===== config.mk =====
export PLATFORM = sky130hd
export DESIGN_NAME = descriptor_rr_arbiter
export DESIGN_NICKNAME = d
export VERILOG_FILES = /design/src/rtl/tse_desc_pkg.sv /design/src/rtl/rr_priority_select.sv /design/src/rtl/descriptor_rr_arbiter.sv
export SDC_FILE = /design/constraint.sdc
export NUM_CORES = 1
export LEC_CHECK = 0
export BUFFER_PORTS_ARGS = -buffer_cell sky130_fd_sc_hd__buf_4
export CORE_UTILIZATION = 56
export CTS_BUF_LIST = sky130_fd_sc_hd__clkbuf_2 sky130_fd_sc_hd__clkbuf_4 sky130_fd_sc_hd__clkbuf_8
export CTS_CLUSTER_SIZE = 8
export DETAILED_ROUTE_END_ITERATION = 16
export GPL_ROUTABILITY_DRIVEN = 1
export PLACE_DENSITY = 0.89
export SLEW_MARGIN = 10
export SYNTH_ARGS = -nofsm -noshare
export SYNTH_HDL_FRONTEND = slang
export SYNTH_SLANG_ARGS = --single-unit

===== constraint.sdc =====
create_clock -name i_clk -period 3.3 [get_ports i_clk]
set_input_delay 0.165 -clock i_clk [delete_from_list [all_inputs] [get_ports i_clk]]
set_output_delay 0.165 -clock i_clk [all_outputs]
set_load 0.01 [all_outputs]

===== src/rtl/tse_desc_pkg.sv =====
// Shared descriptor field widths and arbiter FSM encodings for the transmit
// descriptor path.
package tse_desc_pkg;

  localparam int TSNTAG_W   = 48;
  localparam int BUFID_W    = 9;
  localparam int DESC_W     = TSNTAG_W + BUFID_W;
  localparam int PKT_TYPE_W = 3;

  typedef enum logic [1:0] {
    IDLE_S     = 2'b01,
    WAIT_REL_S = 2'b10
  } state_t;

endpackage


===== src/rtl/rr_priority_select.sv =====
// Combinational round-robin pick: rotate the request vector so the port after
// ptr sits at bit 0, find the first set bit, then map it back to a port index.
module rr_priority_select #(
  parameter int NUM_PORTS = 4,
  parameter int PW        = $clog2(NUM_PORTS)
) (
  input  logic [NUM_PORTS-1:0] req,
  input  logic [PW-1:0]        ptr,
  output logic [PW-1:0]        grant,
  output logic                 valid
);

  localparam logic [PW:0] NUM_C = (PW+1)'(NUM_PORTS);

  logic [PW-1:0]        rot_idx [NUM_PORTS];
  logic [NUM_PORTS-1:0] rot_req;
  logic [PW-1:0]        first;

  generate
    for (genvar gi = 0; gi < NUM_PORTS; gi++) begin : g_rot
      logic [PW:0] sum;
      // ptr + 1 + gi never exceeds 2*NUM_PORTS-1, so one conditional subtract wraps it
      assign sum          = {1'b0, ptr} + (PW+1)'(gi + 1);
      assign rot_idx[gi]  = (sum >= NUM_C) ? PW'(sum - NUM_C) : PW'(sum);
      assign rot_req[gi]  = req[rot_idx[gi]];
    end
  endgenerate

  always_comb begin
    first = '0;
    for (int i = NUM_PORTS - 1; i >= 0; i--) begin
      if (rot_req[i]) first = PW'(i);
    end
    grant = rot_idx[first];
    valid = |rot_req;
  end

endmodule


===== src/rtl/descriptor_rr_arbiter.sv =====
// Round-robin arbiter that moves one descriptor per grant from N producers into
// the shared transmit descriptor FIFO, gated by an internal occupancy count.
module descriptor_rr_arbiter
  import tse_desc_pkg::*;
#(
  parameter int         NUM_PORTS   = 4,
  parameter int         FIFO_DEPTH  = 16,
  parameter logic [7:0] REL_TIMEOUT = 8'd255
) (
  input  logic                                i_clk,
  input  logic                                i_rst,
  input  logic [NUM_PORTS-1:0]                iv_descriptor_wr,
  input  logic [NUM_PORTS*DESC_W-1:0]         iv_descriptor,
  input  logic [NUM_PORTS*PKT_TYPE_W-1:0]     iv_pkt_type,
  output logic [NUM_PORTS-1:0]                ov_descriptor_ack,
  output logic [DESC_W-1:0]                   ov_fifo_wdata,
  output logic [PKT_TYPE_W-1:0]               ov_pkt_type,
  output logic                                o_fifo_wr,
  input  logic                                i_fifo_rd,
  output logic [$clog2(FIFO_DEPTH+1)-1:0]     ov_fifo_occupancy,
  output logic                                o_credit_err,
  output logic                                o_release_timeout
);

  localparam int PW    = $clog2(NUM_PORTS);
  localparam int OCC_W = $clog2(FIFO_DEPTH + 1);
  localparam logic [OCC_W-1:0] DEPTH_C = OCC_W'(FIFO_DEPTH);

  state_t                 state_reg, state_next;
  logic [PW-1:0]          rr_ptr_reg, rr_ptr_next;
  logic [PW-1:0]          gnt_reg, gnt_next;
  logic [7:0]             tmo_reg, tmo_next;
  logic [NUM_PORTS-1:0]   stale_reg, stale_next, stale_set;
  logic [NUM_PORTS-1:0]   ack_reg, ack_next;
  logic                   wr_reg, wr_next;
  logic [DESC_W-1:0]      wdata_reg, wdata_next;
  logic [PKT_TYPE_W-1:0]  pkt_reg, pkt_next;
  logic [OCC_W-1:0]       occ_reg, occ_next;
  logic                   cerr_reg, cerr_next;
  logic                   rto_reg, rto_next;

  logic [DESC_W-1:0]      desc_arr [NUM_PORTS];
  logic [PKT_TYPE_W-1:0]  pkt_arr  [NUM_PORTS];
  logic [NUM_PORTS-1:0]   eligible;
  logic [PW-1:0]          sel_idx;
  logic                   sel_valid;
  logic [7:0]             tmo_inc;

  generate
    for (genvar gi = 0; gi < NUM_PORTS; gi++) begin : g_slice
      assign desc_arr[gi] = iv_descriptor[gi*DESC_W +: DESC_W];
      assign pkt_arr[gi]  = iv_pkt_type[gi*PKT_TYPE_W +: PKT_TYPE_W];
    end
  endgenerate

  assign eligible = iv_descriptor_wr & ~stale_reg;
  assign tmo_inc  = tmo_reg + 8'd1;

  rr_priority_select #(
    .NUM_PORTS (NUM_PORTS),
    .PW        (PW)
  ) u_select (
    .req   (eligible),
    .ptr   (rr_ptr_reg),
    .grant (sel_idx),
    .valid (sel_valid)
  );

  always_comb begin
    state_next  = state_reg;
    rr_ptr_next = rr_ptr_reg;
    gnt_next    = gnt_reg;
    tmo_next    = tmo_reg;
    stale_set   = '0;
    ack_next    = '0;
    wr_next     = 1'b0;
    wdata_next  = '0;
    pkt_next    = '0;
    rto_next    = rto_reg;
    case (state_reg)
      IDLE_S: begin
        if (sel_valid && (occ_reg < DEPTH_C)) begin
          ack_next[sel_idx] = 1'b1;
          wr_next           = 1'b1;
          wdata_next        = desc_arr[sel_idx];
          pkt_next          = pkt_arr[sel_idx];
          rr_ptr_next       = sel_idx;
          gnt_next          = sel_idx;
          tmo_next          = 8'd0;
          state_next        = WAIT_REL_S;
        end
      end
      WAIT_REL_S: begin
        if (!iv_descriptor_wr[gnt_reg]) begin
          state_next = IDLE_S;
        end else begin
          tmo_next = tmo_inc;
          // A requester that never drops wr is parked so the others keep moving
          if (tmo_inc == REL_TIMEOUT) begin
            stale_set[gnt_reg] = 1'b1;
            rto_next           = 1'b1;
            state_next         = IDLE_S;
          end
        end
      end
      default: state_next = IDLE_S;
    endcase
  end

  assign stale_next = (stale_reg | stale_set) & iv_descriptor_wr;

  always_comb begin
    occ_next  = occ_reg;
    cerr_next = cerr_reg;
    if (wr_reg && !i_fifo_rd) begin
      occ_next = occ_reg + 1'b1;
    end else if (!wr_reg && i_fifo_rd) begin
      if (occ_reg == '0) cerr_next = 1'b1;
      else               occ_next  = occ_reg - 1'b1;
    end
  end

  always_ff @(posedge i_clk) begin
    if (i_rst) begin
      state_reg  <= IDLE_S;
      rr_ptr_reg <= PW'(NUM_PORTS - 1);
      gnt_reg    <= '0;
      tmo_reg    <= '0;
      stale_reg  <= '0;
      ack_reg    <= '0;
      wr_reg     <= 1'b0;
      wdata_reg  <= '0;
      pkt_reg    <= '0;
      occ_reg    <= '0;
      cerr_reg   <= 1'b0;
      rto_reg    <= 1'b0;
    end else begin
      state_reg  <= state_next;
      rr_ptr_reg <= rr_ptr_next;
      gnt_reg    <= gnt_next;
      tmo_reg    <= tmo_next;
      stale_reg  <= stale_next;
      ack_reg    <= ack_next;
      wr_reg     <= wr_next;
      wdata_reg  <= wdata_next;
      pkt_reg    <= pkt_next;
      occ_reg    <= occ_next;
      cerr_reg   <= cerr_next;
      rto_reg    <= rto_next;
    end
  end

  assign ov_descriptor_ack = ack_reg;
  assign o_fifo_wr         = wr_reg;
  assign ov_fifo_wdata     = wdata_reg;
  assign ov_pkt_type       = pkt_reg;
  assign ov_fifo_occupancy = occ_reg;
  assign o_credit_err      = cerr_reg;
  assign o_release_timeout = rto_reg;

endmodule

==> run metrics <==
I/O pins=319; crit path max-delay cell type=o211a_4; port buffer count=between 300 and 400; Crit Path Class=reg -> reg; Final Hold Viols=0; via count=9607; WP data arrival=approximately 3.1 ns; Power per Cell Area=approximately 610 mW/mm^2; post-CTS setup buffer count=0; core area=approximately 0.015 sq mm; Post-Syn Area=a little under 0.009 sq mm; total grt overflow=0; Root Buffer=clkbuf_8; Post-Syn Instances=around 1000; Sink Count=90; status=complete, no violations; Synth cell types=55; Slew Limit Fails=0; post-DR wirelength/cell=~20 um; CP Launch Point=rr_ptr_reg[1]$_SDFFE_PP1N_; final clock skew=between 0.015 and 0.02 ns; most frequent cells in the layout=326 x buf_4, 229 x a21boi_0, 125 x and2_1; first-pass GRT wire length=46300 um; layout cell share with drive strength beyond 1=0.316; flop-to-flop setup slack=around 0.54 ns; Starting Density=0.574; Post-synth ARST share=0; CP required=approximately 3.6 ns; Peak Freq=363 MHz; Multi-input gate area=~0.0063 sq mm; largest net degree at the start of global routing=around 220; minimum clock period=roughly 2.8 ns; R2R Path End=ov_fifo_wdata[9]$_SDFF_PP0_; CTS tree=built; Rows=45; Ys Warns=0; hold_ws=~0.032 ns; worst vdd ir=around 0.00054 V; Least-Margin Pin Slew=between 1 and 1.5 ns; worst-path cell chain=inv_1, o211ai_1, o211a_4, buf_4, a211oi_1, o22ai_1; number of setup violations in the final report=0; slowest stage delay, CP=0.83 ns; final wirelength=29300 um; 1st-iter DRT viols=1084; critical path launch point type=register; H-tree depth=3; Die H=between 100 and 150 um; vias in the first global route=between 8000 and 9000; Worst-Skew Late Latency=roughly 0.41 ns; CTS resizes=0; maximum root-to-sink buffer count=2; sequential element share of the synthesized area=0.206; gr usage total=0.354; Seq cells post-synth=90; Synth Flop Type=dfxtp_1; ant diodes=0; initial antenna violation count=0; Max Cap Violations=0; die area=around 0.016 sq mm; Post-synth EDFFs=0; crit share post-route=0.835; drt first pass iters=5; Register-to-Register Path Depth=6; CP Capture Point=ov_fifo_wdata[9]$_SDFF_PP0_; max reg flops=between 50 and 60; Die X=127 um; Crit. End Element=register; commonest non-fill, non-tap cell in the layout=buf_4; area occupied by registers=approximately 0.0018 sq mm; Via density=~6.7; post-synth net total=roughly 1300; DRC viols=0; max_slew headroom=0.232; P&R area growth vs syn=27.6%; Hold/Removal Path Class=in -> reg; Mean Syn Cell Area=approximately 8.3 sq um; Post-CTS Hold Buffers=0; ANT nets after route=0; CTS Buf Count=9; Final #Nets=about 1500; crit-path max FO=between 70 and 80; RR Startpoint=rr_ptr_reg[1]$_SDFFE_PP1N_; Final HPWL DP=about 19000 um; Placer Congestion=~0.87; Filler cells=roughly 1200; TNS Setup=0 ns; Leak=roughly 4.3 nW; RSZ-0062 raised after global routing=false; clk slew on worst S/H paths=approximately 0.12 ns
==> worst max-delay path, delay by kind of cell, from the launching register on <==
family	cells	cell delay, ns
buf+inv	2	0.58
flops	1	0.54
compound gates	4	1.51
==> layer usage <==
layer	vias up	part of all wire	GRT usage
met3	97	0.086	0.0776
met4	0	0.050	0.193
met5	-	0	0
li1	4518	-	-
met1	4495	0.40	0.447
met2	497	0.47	0.563
==> worst min path at each step <==
stage                                    from                              to  slack (ns)  cells after the start
2_1_floorplan             iv_descriptor_wr[0]         stale_reg[0]$_SDFF_PP0_        0.33                      1
3_3_place_gp   o_release_timeout$_SDFFE_PP0P_  o_release_timeout$_SDFFE_PP0P_        0.45                      2
3_5_place_dp              iv_descriptor_wr[2]         stale_reg[2]$_SDFF_PP0_        0.46                      2
4_1_cts                   iv_descriptor_wr[2]         stale_reg[2]$_SDFF_PP0_        0.03                      2
5_1_grt                   iv_descriptor_wr[2]         stale_reg[2]$_SDFF_PP0_        0.04                      2
6_report                  iv_descriptor_wr[2]         stale_reg[2]$_SDFF_PP0_        0.03                      2
==> kinds of logic (layout without fill, tap and decap cells) <==
| kind of cell | count (synthesis) | count (layout) | share of synthesized area |
|---|---|---|---|
| AOI/OAI and AO/OA | 598 | 598 | 0.555 |
| and+or+nand+nor | 195 | 195 | 0.136 |
| buffers and inverters | 150 | 358 | 0.0820 |
| DFF | 90 | 90 | 0.206 |
| adders and majority gates | 8 | 8 | 0.0123 |
| xor gates and xnor gates | 6 | 6 | 0.00602 |
| muxes | 1 | 1 | 0.00258 |
==> power breakdown <==
group | switching (mW) | leakage, nW | total [mW] | internal (mW)
Sequential | 0.227 | 0.736 | 1.66 | 1.43
Clock | 0.500 | 0.110 | 0.888 | 0.388
Combinational | 2.38 | 3.47 | 4.25 | 1.87
==> cells in the mapped netlist (2+ instances only) <==
cell,instances,area (sq um)
and3_1,3,18.8
nor2_1,23,86.3
dfxtp_1,90,1800
nor2b_1,2,12.5
nand2b_1,6,37.5
buf_2,44,220
a21boi_1,11,82.6
a31oi_1,6,37.5
nor3_1,2,10.0
xor2_1,2,17.5
and2_1,125,782
o21ai_0,11,55.1
a21boi_0,229,1720
a21o_1,2,15.0
buf_6,10,113
nand2_1,9,33.8
nand4_1,2,12.5
and2b_1,2,15.0
nor3b_1,4,30.0
o22ai_1,45,282
buf_4,6,45.0
o22ai_2,17,213
nand3_1,3,15.0
ha_1,7,87.6
a211oi_2,14,175
a211oi_1,114,856
inv_1,9,33.8
xnor2_1,4,35.0
a32o_1,120,1200
clkbuf_1,81,304
a21oi_1,19,95.1
or3_1,3,18.8
==> area by class of cell <==
class | instances | area share
Sequential cell | 90 | 0.162
Inverter | 9 | 0.00326
Clock inverter | 6 | 0.00685
Clock buffer | 10 | 0.0124
Tap cell | 188 | 0.0211
Multi-Input combinational cell | 808 | 0.562
Timing Repair Buffer | 333 | 0.232
==> through the flow <==
step / setup slack (ns) / total power, mW / instance area, sq um / instances / utilization
2_1_floorplan: 1.33 / 4.55 / 8730 / 1048 / -
3_3_place_gp: 0.709 / 5.80 / 10900 / 1428 / 0.718
3_5_place_dp: 0.593 / 5.87 / 10900 / 1428 / 0.718
4_1_cts: 0.573 / 6.75 / 11100 / 1444 / 0.733
5_1_grt: 0.389 / 7.22 / 11100 / 1444 / 0.733
6_report: 0.543 / 6.80 / 11100 / 1444 / 0.733
Power figures use the tool's default switching activity.
